<file path="src/rtl/cmd_exec_pkg.sv">
// Shared types and constants for the burst command executor: response packet
// layout, opcode/status encodings and the parser state set.
package cmd_exec_pkg;

    typedef struct packed {
        logic [7:0]  opcode;
        logic [7:0]  status;
        logic [31:0] addr;
        logic [31:0] data;
    } cmd_packet_t;

    localparam logic [7:0] OP_WRITE   = 8'h57;
    localparam logic [7:0] OP_READ    = 8'h52;

    localparam logic [7:0] ST_OK      = 8'h00;
    localparam logic [7:0] ST_BAD_OP  = 8'h01;
    localparam logic [7:0] ST_BAD_LEN = 8'h02;
    localparam logic [7:0] ST_TIMEOUT = 8'h03;

    typedef enum logic [2:0] {
        S_OPC,
        S_ADDR,
        S_LEN,
        S_WDATA,
        S_BUS,
        S_RESP,
        S_DRAIN
    } state_t;

    function automatic cmd_packet_t make_packet(input logic [7:0]  opcode,
                                                input logic [7:0]  status,
                                                input logic [31:0] addr,
                                                input logic [31:0] data);
        cmd_packet_t p;
        p.opcode = opcode;
        p.status = status;
        p.addr   = addr;
        p.data   = data;
        return p;
    endfunction

endpackage

</file>
<file path="src/rtl/cmd_byte_assembler.sv">
// Shifts W/8 bytes MSB-first into a W-bit field; done is raised combinationally
// alongside the shift of the final byte so the caller can move on at that edge.
module cmd_byte_assembler #(
    parameter int W = 8
) (
    input  logic         clk,
    input  logic         rst,
    input  logic         clear,
    input  logic         shift_en,
    input  logic [7:0]   byte_in,
    output logic [W-1:0] value,
    output logic         done
);

    localparam int NB = W / 8;
    localparam int CW = (NB > 1) ? $clog2(NB) : 1;

    logic [CW-1:0] count;

    assign done = shift_en && (count == CW'(NB - 1));

    always_ff @(posedge clk) begin
        if (rst) begin
            count <= '0;
            value <= '0;
        end else if (clear) begin
            count <= '0;
        end else if (shift_en) begin
            value <= W'({value, byte_in});
            count <= done ? '0 : count + 1'b1;
        end
    end

endmodule

</file>
<file path="src/rtl/cmd_execute_burst.sv">
// Parses burst read/write command frames from the RX byte FIFO, runs each word
// on the register bus with an ack timeout and pushes response packets.
module cmd_execute_burst
    import cmd_exec_pkg::*;
#(
    parameter int ADDR_W    = 8,
    parameter int DATA_W    = 8,
    parameter int MAX_BURST = 16,
    parameter int TIMEOUT   = 255
) (
    input  logic              clk,
    input  logic              rst,
    input  logic              byte_fifo_valid,
    input  logic [7:0]        byte_fifo_data,
    output logic              byte_fifo_rd_en,
    output logic              reg_req,
    output logic              reg_we,
    output logic [ADDR_W-1:0] reg_addr,
    output logic [DATA_W-1:0] reg_wdata,
    input  logic [DATA_W-1:0] reg_rdata,
    input  logic              reg_ack,
    output cmd_packet_t       cmd_resp_wr_data,
    output logic              cmd_resp_wr_en,
    input  logic              cmd_resp_full,
    output logic              busy
);

    localparam int          TW     = $clog2(TIMEOUT + 1);
    localparam logic [7:0]  MAX_N  = 8'(MAX_BURST);
    localparam logic [10:0] DBYTES = 11'(DATA_W / 8);

    state_t            state, next_state;
    logic [7:0]        opcode;
    logic [7:0]        count;
    logic [7:0]        words_left;
    logic [ADDR_W-1:0] addr_field, word_addr, start_addr;
    logic [DATA_W-1:0] data_field;
    logic [TW-1:0]     tcnt;
    logic [10:0]       drain_cnt;
    cmd_packet_t       resp_pkt;
    logic              addr_done, data_done;

    wire is_write  = (opcode == OP_WRITE);
    wire opc_ok    = (byte_fifo_data == OP_WRITE) || (byte_fifo_data == OP_READ);
    wire len_bad   = (byte_fifo_data == 8'd0) || (byte_fifo_data > MAX_N);
    wire timed_out = !reg_ack && (tcnt == TW'(TIMEOUT));

    cmd_byte_assembler #(.W(ADDR_W)) u_addr_asm (
        .clk      (clk),
        .rst      (rst),
        .clear    (state == S_OPC),
        .shift_en (byte_fifo_rd_en && state == S_ADDR),
        .byte_in  (byte_fifo_data),
        .value    (addr_field),
        .done     (addr_done)
    );

    cmd_byte_assembler #(.W(DATA_W)) u_data_asm (
        .clk      (clk),
        .rst      (rst),
        .clear    (state == S_OPC),
        .shift_en (byte_fifo_rd_en && state == S_WDATA),
        .byte_in  (byte_fifo_data),
        .value    (data_field),
        .done     (data_done)
    );

    always_ff @(posedge clk) begin
        if (rst) state <= S_OPC;
        else     state <= next_state;
    end

    always_comb begin
        next_state = state;
        case (state)
            S_OPC:   if (byte_fifo_valid) next_state = opc_ok ? S_ADDR : S_RESP;
            S_ADDR:  if (addr_done) next_state = S_LEN;
            S_LEN:   if (byte_fifo_valid)
                         next_state = len_bad ? S_RESP : (is_write ? S_WDATA : S_BUS);
            S_WDATA: if (data_done) next_state = S_BUS;
            S_BUS: begin
                if (reg_ack)        next_state = (is_write && words_left > 8'd1) ? S_WDATA : S_RESP;
                else if (timed_out) next_state = S_RESP;
            end
            S_RESP: begin
                if (!cmd_resp_full) begin
                    if (!is_write && words_left != 8'd0) next_state = S_BUS;
                    else if (drain_cnt != 11'd0)         next_state = S_DRAIN;
                    else                                 next_state = S_OPC;
                end
            end
            S_DRAIN: if (byte_fifo_valid && drain_cnt == 11'd1) next_state = S_OPC;
            default: next_state = S_OPC;
        endcase
    end

    always_comb begin
        byte_fifo_rd_en = 1'b0;
        if (!rst && byte_fifo_valid &&
            (state == S_OPC || state == S_ADDR || state == S_LEN ||
             state == S_WDATA || state == S_DRAIN))
            byte_fifo_rd_en = 1'b1;
        reg_req        = (state == S_BUS);
        reg_we         = (state == S_BUS) && is_write;
        cmd_resp_wr_en = (state == S_RESP) && !cmd_resp_full;
        busy           = (state != S_OPC);
    end

    assign reg_addr         = word_addr;
    assign reg_wdata        = data_field;
    assign cmd_resp_wr_data = resp_pkt;

    // Timeout counter idles at zero outside BUS so every bus entry starts fresh.
    always_ff @(posedge clk) begin
        if (rst) begin
            opcode     <= '0;
            count      <= '0;
            words_left <= '0;
            word_addr  <= '0;
            start_addr <= '0;
            tcnt       <= '0;
            drain_cnt  <= '0;
            resp_pkt   <= '0;
        end else begin
            if (state != S_BUS) tcnt <= '0;
            case (state)
                S_OPC: if (byte_fifo_valid) begin
                    opcode     <= byte_fifo_data;
                    words_left <= '0;
                    drain_cnt  <= '0;
                    if (!opc_ok)
                        resp_pkt <= make_packet(byte_fifo_data, ST_BAD_OP, 32'h0, 32'h0);
                end
                S_LEN: if (byte_fifo_valid) begin
                    count      <= byte_fifo_data;
                    words_left <= len_bad ? 8'd0 : byte_fifo_data;
                    start_addr <= addr_field;
                    word_addr  <= addr_field;
                    if (len_bad)
                        resp_pkt <= make_packet(opcode, ST_BAD_LEN, 32'(addr_field),
                                                32'(byte_fifo_data));
                end
                S_BUS: begin
                    if (reg_ack) begin
                        words_left <= words_left - 8'd1;
                        word_addr  <= word_addr + 1'b1;
                        if (!is_write)
                            resp_pkt <= make_packet(opcode, ST_OK, 32'(word_addr), 32'(reg_rdata));
                        else if (words_left == 8'd1)
                            resp_pkt <= make_packet(opcode, ST_OK, 32'(start_addr), 32'(count));
                    end else if (timed_out) begin
                        resp_pkt   <= make_packet(opcode, ST_TIMEOUT, 32'(word_addr), 32'h0);
                        words_left <= '0;
                        if (is_write)
                            drain_cnt <= 11'(({3'b000, words_left} - 11'd1) * DBYTES);
                    end else begin
                        tcnt <= tcnt + 1'b1;
                    end
                end
                S_DRAIN: if (byte_fifo_valid) drain_cnt <= drain_cnt - 11'd1;
                default: ;
            endcase
        end
    end

endmodule

</file>
<file path="config.mk">
export PLATFORM = sky130hd
export DESIGN_NAME = cmd_execute_burst
export DESIGN_NICKNAME = d
export VERILOG_FILES = /design/src/rtl/cmd_exec_pkg.sv /design/src/rtl/cmd_byte_assembler.sv /design/src/rtl/cmd_execute_burst.sv
export SDC_FILE = /design/constraint.sdc
export NUM_CORES = 1
export LEC_CHECK = 0
export CAP_MARGIN = 20
export CORE_UTILIZATION = 47
export CTS_CLUSTER_SIZE = 12
export DETAILED_ROUTE_END_ITERATION = 8
export PLACE_DENSITY = 0.78
export SLEW_MARGIN = 10
export SYNTH_ARGS = -nofsm -noshare
export SYNTH_HDL_FRONTEND = slang
export SYNTH_SLANG_ARGS = --single-unit
</file>
<file path="constraint.sdc">
create_clock -name clk -period 2.4 [get_ports clk]
set_input_delay 0.72 -clock clk [delete_from_list [all_inputs] [get_ports clk]]
set_output_delay 0.72 -clock clk [all_outputs]
set_load 0.01 [all_outputs]
</file>
# Word level (Yosys, flattened, before mapping)
# Index checks and enable logic that the tools add are counted.
# Widths: inputs -> output; s select.
# word_totals
regBits	160
inputBits	21
output_inout_bits	101
# op_classes
n_addsub	7
magnitude_cmp	2
eq_ne	28
n_mux	46
bitwise	3
reduce_logical	40
# ops
op	count
$mux 80	8
$pmux 80 s3	1
$mux 8	11
$mux 11	5
$mux 3	14
$pmux 11 s3	1
$eq 8x7->1 const B	3
$pmux 8 s3	1
$pmux 3 s7	1
$add 8x1->8 const B	2
$ne 2x2->1 const B	8
$pmux 8 s2	1
$reduce_and 7->1	2
$logic_and 1x1->1	12
$eq 11x1->1 const B	1
$reduce_bool 11->1	1
$sub 11x1->11 const B	1
$ne 2x1->1 const B	5
$eq 3x3->1 const B	3
$reduce_bool 3->1	3
$sub 8x1->9 const B	1
$eq 8x1->1 const B	1
$eq 8x8->1 const B	1
$gt 8x1->1 const B	1
21 further kinds	38

# Depth between registers and ports, before layout
# Gate-level depths: netlist of the first run.
# logic_depth
ltp_word	11
ltp_mapped	8
depth_no_buf	7

# By module
# A second synthesis of the first run with hierarchy kept.
# hier_totals
cells_unflattened	748
hier_area_um2	5964.5
# modules_own_cells
mod	n_inst	cells_each	area_per_inst_um2	seq_area_each_um2
cmd_execute_burst	1	672	5098.6	1761.7
cmd_byte_assembler	2	38	432.9	180.2

# Least setup slack after synthesis of the first run
# OpenSTA, ideal clock, no wires.
# synth_path
path_kind	input -> register
from	input byte_fifo_data[0]
to	register resp_pkt (netlist bit cmd_resp_wr_data[39])
setup_time_ns	0.081
arrival_time_ns	2.442
setup_slack_ns	-0.123
path_stages	8
path_cell_list	buf_2 -> nor4_1 -> mux2i_1 -> nand2b_1 -> clkbuf_1 -> buf_2 -> a31oi_1 -> a211oi_2
# synth_via
elab_chain_len	4
# synth_rtl
element	line_no	rtl
start, declared	cmd_execute_burst.sv:14	input logic [7:0] byte_fifo_data,
$gt 8x5->1 (tied with other cells)	cmd_execute_burst.sv:45	wire len_bad = (byte_fifo_data == 8'd0) || (byte_fifo_data > MAX_N);
$logic_or 1x1->1 (on tied branches)	cmd_execute_burst.sv:45, cmd_execute_burst.sv:44	
$ne 2x2->1 (no source line)	--	
$reduce_and 7->1 (no source line) *	--	
end signal, assigned	cmd_execute_burst.sv:132	resp_pkt <= make_packet(byte_fifo_data, ST_BAD_OP, 32'h0, 32'h0);
end signal, assigned	cmd_execute_burst.sv:140	resp_pkt <= make_packet(opcode, ST_BAD_LEN, 32'(addr_field),
end signal, assigned	cmd_execute_burst.sv:148	resp_pkt <= make_packet(opcode, ST_OK, 32'(word_addr), 32'(reg_rdata));
end, declared	cmd_execute_burst.sv:40	cmd_packet_t resp_pkt;
# Mark *: on every way between the ends. The rest lies on a longest branch, timed or not.
# A chain may end at the register's enable or synchronous reset.

# Worst setup path in the final report of the first run
# layout_path
from	input byte_fifo_data[3]
to	register resp_pkt (netlist bit cmd_resp_wr_data[5])
# Same word-level chain as after synthesis.

==> impl_results.md, run 1 <==
* Fill cells at between 1000 and 1500
* Antenna-violating nets left at 0
* CP Capture Type: flip-flop
* Max-slew violation count at 0
* Top cells by area, synth: dfxtp_1, nand2_1, buf_4
* Pwr Total at approximately 8.3 mW
* Post-synthesis cell area at between 0.006 and 0.007 mm²
* Worst Path Class, Setup: in -> reg
* Yosys warnings at 0
* Dpl cell area at between 0.007 and 0.008 mm²
* Slew at the pin closest to its max-slew limit at about 0.5 ns
* # IOs at between 100 and 150
* Clock slew at reported path FFs at about 0.07 ns
* Area share of the largest cell type after synthesis at a little over a third
* Core area at roughly 0.013 mm²
* CTS Hold Bufs at 0
* Die H at 116 µm
* Vias at 5935
* Critical Path Fanout Max at 8
* Setup violators final at 0
* Die Wd at about 120 µm
* WL/cell at 16.6 µm
* Mapped Cells at approximately 770
* DRT Pass-1 Iters at 5
* Cell area after layout at 0.00762 mm²
* Remaining DRCs at 0
* Main combinational cell family by area after synthesis: compound AO/OA/AOI/OAI gates
* Status: finished clean
* First-pass GRT wire length at 27500 µm
* Post-Synth XOR/XNOR Area at 1.44%
* Placed Instances at 1021
* Maximum clock frequency at 423 MHz
* Predominant post-synthesis flop cell: dfxtp_1
* Antenna Diode Count at 0
* Max Clock Skew at roughly 0.0043 ns
* Synth unique cells at a little under 80
* Layout area overhead at 25.0%
* Inserted Clock Buffers at 9
* Worst Path Required at roughly 2.6 ns
* Vias per std cell at about 5.7
* Clk sinks at 106
* Setup crit start kind: input port
* Gp weighted congestion at 0.910
* CP arrival at between 2 and 3 ns
* H-tree levels at 3
* Sequential fraction of the synthesis area at a little over a third
* Final HPWL DP at about 12000 µm
* Synthesized flop and latch total at around 110
* Syn_area_per_cell at 7.97 µm²
* Sw frac at 40.3%
* Initial antenna violation count at 0
* Pint at approximately 5 mW
* Worst vdd ir at 0.000596 V
* TritonCTS clock tree: yes
* GRT Total Usage at a little over a quarter
* Final period util at approximately 100%
* Largest net degree at the start of global routing at 86
* Final Hold Vio Count at 0
* Post-Synth Simple-Gate Area at between 20% and 30%
* Ys async rst share at 0%
* Rel. slew slack at approximately two thirds
* Vias in the first global route at roughly 5600
* Post-synth EDFFs at 0
* Clk Latency, worst-skew pair at approximately 0.36 ns
* Nets at 891
* NetSw at 3.33 mW
* Hold Path Class: reg -> reg
* CTS root buf: clkbuf_16
* DR iter-0 viols at around 500
* PwrDens at between 1000 and 1500 mW/mm²
* Share of power burned in registers at 29.6%
* Max clock buf depth at 2
* Layout cells sized above 1 at about 16%
* WL final at around 17000 µm
* Die footprint at 0.0134 mm²
* Port Buffer Count at 67
* Final worst path period need at between 2 and 2.5 ns
* Finished Layout Cells at ~1000
* Overflow after GRT at 0
* Synth area leader: dfxtp_1
* Initial core utilization at between 40 and 50%
* Clock Power Share at between 10% and 20%
* Combinational Power Share at 51.4%
* Compound-Gate Fraction of Synth Area at approximately a quarter
* Post-synthesis mux area share at roughly 3.5%
* Synth Area in Adders at under 10%
* Reg2reg setup slack at 0.16 ns
* Row count at 41
* Pleak at about 3.0 nW
* Maxcap violations at 0
## metrics by stage
stage | hold slack, ns | setup TNS, ns | utilization (%) | setup WS, ns
floorplan | 0.406 | 0 | - | 0.00114
global placement | 0.417 | -11.06 | 57.1 | -0.394
detailed placement | 0.420 | -12.90 | 57.1 | -0.434
CTS | 0.430 | 0 | 59.8 | 0.00628
global route | 0.468 | -0.0321 | 60.4 | -0.00710
finish | 0.432 | 0 | 60.4 | 0.0356
## power groups by stage
stage	sequential [mW]	clock (mW)	combinational, mW
floorplan	2.51	0	2.52
global placement	2.46	0	4.02
detailed placement	2.46	0	4.09
CTS	2.43	1.58	4.15
global route	2.48	1.67	4.63
finish	2.44	1.56	4.25
## state kept, by name, indices dropped and copies added, names as in the netlist
| signal | cells |
|---|---|
| tcnt | 8 |
| state | 3 |
| u_addr_asm.value | 8 |
| u_data_asm.count | 1 |
| cmd_resp_wr_data | 26 |
| opcode | 8 |
| drain_cnt | 11 |
| reg_addr | 8 |
| count | 8 |
| start_addr | 8 |
| u_data_asm.value | 8 |
| words_left | 8 |
| u_addr_asm.count | 1 |
## what timing repair did
item / 4_1_cts / 5_1_grt
setup buffers: 0 / 2
gates cloned: 0 / 1
endpoints found under the setup margin: 20 / 29
pin swaps: 1 / 3
resized for setup: 11 / 16
## synthesized netlist by cell type (all sizes together), types with 2 or more instances
library cell  count
a211o             3
a211oi           24
a21oi            52
a22oi             3
a2bb2oi           9
a311oi            2
a31oi            28
a41o              3
a41oi             2
and2              6
and3              6
and4b             2
buf              80
clkbuf           35
clkinv            2
dfxtp           106
ha                7
inv              10
mux2              3
mux2i            18
nand2           122
nand2b            7
nand3             9
nand4             4
nand4bb           2
nor2             46
nor3             29
nor3b             4
nor4             11
nor4b             2
o211ai           12
o21a              3
o21ai            40
o21bai            3
o22ai             2
o311ai           14
o31ai            11
or2               4
or3               3
or3b              4
or4               4
xnor2             6
xor2              4
## routing by layer
layer  up-vias  track usage [%]  wire [µm]
met4         0             10.6        450
met2       228             43.1       8290
met1      2817             33.8       7370
met5         -                0          0
met3        42             6.38       1150
li1       2848                -          -
## path summary, 6_finish.rpt
path                                                    start                          endpoint  cells after the start
worst min-delay path            u_addr_asm.count$_SDFFE_PP0N_     u_addr_asm.count$_SDFFE_PP0N_                      2
worst max register to register      drain_cnt[0]$_SDFFE_PP0P_             state[2]$_SDFFE_PP0P_                      8
worst min register to register  u_addr_asm.count$_SDFFE_PP0N_     u_addr_asm.count$_SDFFE_PP0N_                      2
worst max-delay path                        byte_fifo_data[3]  cmd_resp_wr_data[5]$_SDFFE_PP0P_                      9
## layout by cell type, fill, tap and decap left out, types with 5 or more instances in the layout
| master | count |
|---|---|
| dfxtp_1 | 106 |
| a211oi_2 | 10 |
| clkdlybuf4s50_1 | 56 |
| nor2_1 | 45 |
| nand2b_1 | 7 |
| nand2_1 | 121 |
| o211ai_1 | 12 |
| nand3_1 | 9 |
| nor3_1 | 27 |
| a2bb2oi_1 | 9 |
| a211oi_1 | 14 |
| mux2i_1 | 17 |
| a31oi_1 | 28 |
| o31ai_1 | 10 |
| nor4_1 | 9 |
| xnor2_1 | 6 |
| conb_1 | 54 |
| buf_12 | 7 |
| o311ai_0 | 14 |
| and2_1 | 5 |
| ha_1 | 7 |
| o21ai_0 | 39 |
| and3_1 | 6 |
| buf_4 | 71 |
| a21oi_1 | 52 |
| clkbuf_16 | 9 |
| inv_1 | 10 |
| dlymetal6s2s_1 | 6 |
## cells by family after synthesis
family	after synthesis
flip-flops	106
adder cells (fa/ha/maj)	7
multiplexers	21
buffers and inverters	127
other	1
XOR/XNOR	10
AO/OA/AOI/OAI	223
AND/OR/NAND/NOR	270
## critical path: stages
cell             delay, ns
clkdlybuf4s50_1       0.54
buf_6                 0.17
and4b_1               0.23
nand4_1               0.18
o31ai_4               0.12
nor3_4                0.26
buf_4                 0.17
buf_6                 0.12
a211oi_1              0.07
## final cells by class
cell class / instances / area (µm²) / share of cell area (%)
inverters: 12 / 46.3 / 0.607
flip-flops and latches: 106 / 2120 / 27.8
multi-input cells: 585 / 3540 / 46.4
clock buffers: 10 / 239 / 3.14
clock inverters: 6 / 71.3 / 0.936
well taps: 172 / 215 / 2.82
repair buffers: 149 / 1390 / 18.2
Note: power is estimated with default switching activity, not from simulation.
==> run 2, diff against run 1 <==
CORE_UTILIZATION = 55   (was 47)
PLACE_DENSITY = 0.85   (was 0.78)
SKIP_CTS_REPAIR_TIMING = 1   (was unset)
SLEW_MARGIN = 40   (was 10)
clock period = 2.95 ns   (was 2.4 ns; I/O delays follow)
==> impl_results.md, run 2 (synthesis gave the netlist of run 1 again) <==
* Max reg flops at 26 (unchanged)
* Max-slew violation count at 0 (unchanged)
* TritonCTS clock tree: yes
* Reg2reg setup slack at 0.41 ns (+0.25 ns)
* # IOs at 122 (unchanged)
* Rel. slew slack at 52.8% (-14 points)
* Core area at 0.0108 mm² (-14%)
* Sw frac at 43.7% (+3.4 points)
* Die Wd at 107 µm (-7.4%)
* Share of power burned in registers at 33.1% (+3.5 points)
* CP Capture Type: output port
* Slew at the pin closest to its max-slew limit at 0.708 ns (+0.209 ns)
* Critical Path Fanout Max at 4 (-4)
* Hold Path Class: reg -> reg
* Port Buffer Count at 67 (unchanged)
* DRT Pass-1 Iters at 7 (+2)
* HP Start: u_addr_asm.count$_SDFFE_PP0N_
* Antenna Diode Count at 0 (unchanged)
* Nets at 853 (-4.3%)
* Maxcap violations at 0 (unchanged)
* Pint at 3.43 mW (-30%)
* Worst Path Class, Setup: reg -> out
* Largest net degree at the start of global routing at 86 (unchanged)
* Clock Power Share at 14.9% (-4.0 points)
* Layout area overhead at 15.4%
* Worst Path Required at 2.07 ns (-0.56 ns)
* Vias per std cell at 6.18 (+8.4%)
* Pleak at 2.61 nW (-12%)
* Antenna-violating nets left at 0 (unchanged)
* Area of the multi-input gates at 0.00347 mm² (-2.1%)
* Die H at 107 µm (-7.4%)
* Clk sinks at 106 (unchanged)
* PwrDens at 866 mW/mm² (-20%)
* Final period util at a little over nine tenths
* Min Hold Slack at 0.441 ns (+0.00917 ns)
* H-tree levels at 3 (unchanged)
* Remaining DRCs at 0 (unchanged)
* RR Endpoint: state[1]$_SDFFE_PP0P_
* Setup crit start kind: flip-flop
* Die footprint at 0.0115 mm² (-14%)
* WHS Path Cells at 2 (unchanged)
* Clock slew at reported path FFs at 0.12 ns (+0.05 ns)
* Fill cells at 895 (-19%)
* WL final at 17200 µm (-0.48%)
* Pwr Total at 6.09 mW (-26%)
* Vias at 5999 (+1.1%)
* Initial antenna violation count at 0 (unchanged)
* Overflow after GRT at 0 (unchanged)
* Setup violators final at 0 (unchanged)
* CTS root buf: clkbuf_8
* Maximum clock frequency at about 350 MHz
* Seq. cell area at 0.00212 mm² (unchanged)
* Initial core utilization at 56.2% (+7.9 points)
* CP arrival at 2.00 ns (-0.59 ns)
* Commonest non-fill, non-tap cell in the layout: nand2_1
* Commonest cells after routing, fill and taps aside: nand2_1, dfxtp_1, clkdlybuf4s50_1, conb_1, a21oi_1
* Max Clock Skew at 0.0114 ns (+0.00714 ns)
* Status: finished clean
* Row count at 38 (-7.3%)
* Combinational Power Share at 52.0% (+0.6 points)
* WL/cell at 17.7 µm (+6.7%)
* Worst vdd ir at 0.000436 V (-27%)
* Reg2reg path depth at 7 (-1)
* Layout cells sized above 1 at 11.0% (-4.6 points)
* Vias in the first global route at 5408 (-2.8%)
* DR iter-0 viols at 582 (+15%)
* Gp weighted congestion at 0.875 (-3.9%)
* Max clock buf depth at 2 (unchanged)
* Final Hold Vio Count at 0 (unchanged)
* GRT Total Usage at 29.8% (+3.2 points)
* Final HPWL DP at 11600 µm (-3.2%)
* Clk Latency, worst-skew pair at 0.40 ns (+0.04 ns)
* First-pass GRT wire length at 26900 µm (-2.2%)
* Final worst path period need at between 2 and 3 ns
* Inserted Clock Buffers at 9 (unchanged)
* Worst R2R Start: drain_cnt[1]$_SDFFE_PP0P_
* Hold Crit Endpoint: u_addr_asm.count$_SDFFE_PP0N_
* NetSw at 2.66 mW (-20%)
## run 2: layout make-up
cell class	instances	share of cell area, %
Clock buffer	9	1.76
Clock inverter	7	0.979
Multi-Input combinational cell	585	49.3
Tap cell	140	2.49
Timing Repair Buffer	111	14.6
Inverter	12	0.658
Sequential cell	106	30.2
## run 2: critical path, cell delays in order, from the launching register on
cell	delay, ns
dfxtp_1	0.41
nor4bb_4	0.36
nand2_1	0.14
nor2_2	0.14
clkdlybuf4s50_1	0.56
## run 2: worst max path at each step
stage | from | end | slack [ns] | cells past startpoint
CTS | opcode[6]$_SDFFE_PP0P_ | reg_we | -0.09 | 4
finish | opcode[4]$_SDFFE_PP0P_ | reg_we | 0.06 | 4
global placement | byte_fifo_valid | byte_fifo_rd_en | -0.02 | 4
global route | opcode[4]$_SDFFE_PP0P_ | reg_we | -0.02 | 4
detailed placement | byte_fifo_valid | byte_fifo_rd_en | -0.03 | 4
floorplan | byte_fifo_data[0] | cmd_resp_wr_data[39]$_SDFFE_PP0P_ | 0.26 | 8
## run 2: through the flow
step                      std cells  TNS, ns  area, µm²  setup WS [ns]  util [%]
final                           970        0       7030         0.0648      64.9
after global routing            970  -0.0150       7030        -0.0150      64.9
after CTS                       970   -0.152       7010        -0.0909      64.7
after detailed placement        954  -0.0483       6820        -0.0288      62.9
after global placement          954  -0.0173       6810        -0.0173      62.8
after floorplan                 818        0       6290          0.262         -
## run 2: power groups by stage
| stage | combinational [mW] | sequential (mW) | clock [mW] |
|---|---|---|---|
| after floorplan | 2.04 | 2.04 | 0 |
| after global placement | 3.00 | 2.01 | 0 |
| after detailed placement | 3.08 | 2.03 | 0 |
| after CTS | 3.11 | 2.00 | 0.909 |
| after global routing | 3.43 | 2.05 | 0.956 |
| final | 3.17 | 2.02 | 0.907 |
## run 2: layer usage
layer / up-vias / track usage (%) / share of wire (%)
li1: 2792 / - / -
met1: 2811 / 37.7 / 40
met2: 339 / 49.0 / 48
met4: 0 / 13.0 / 3.3
met3: 57 / 5.87 / 8.7
met5: - / 0 / 0
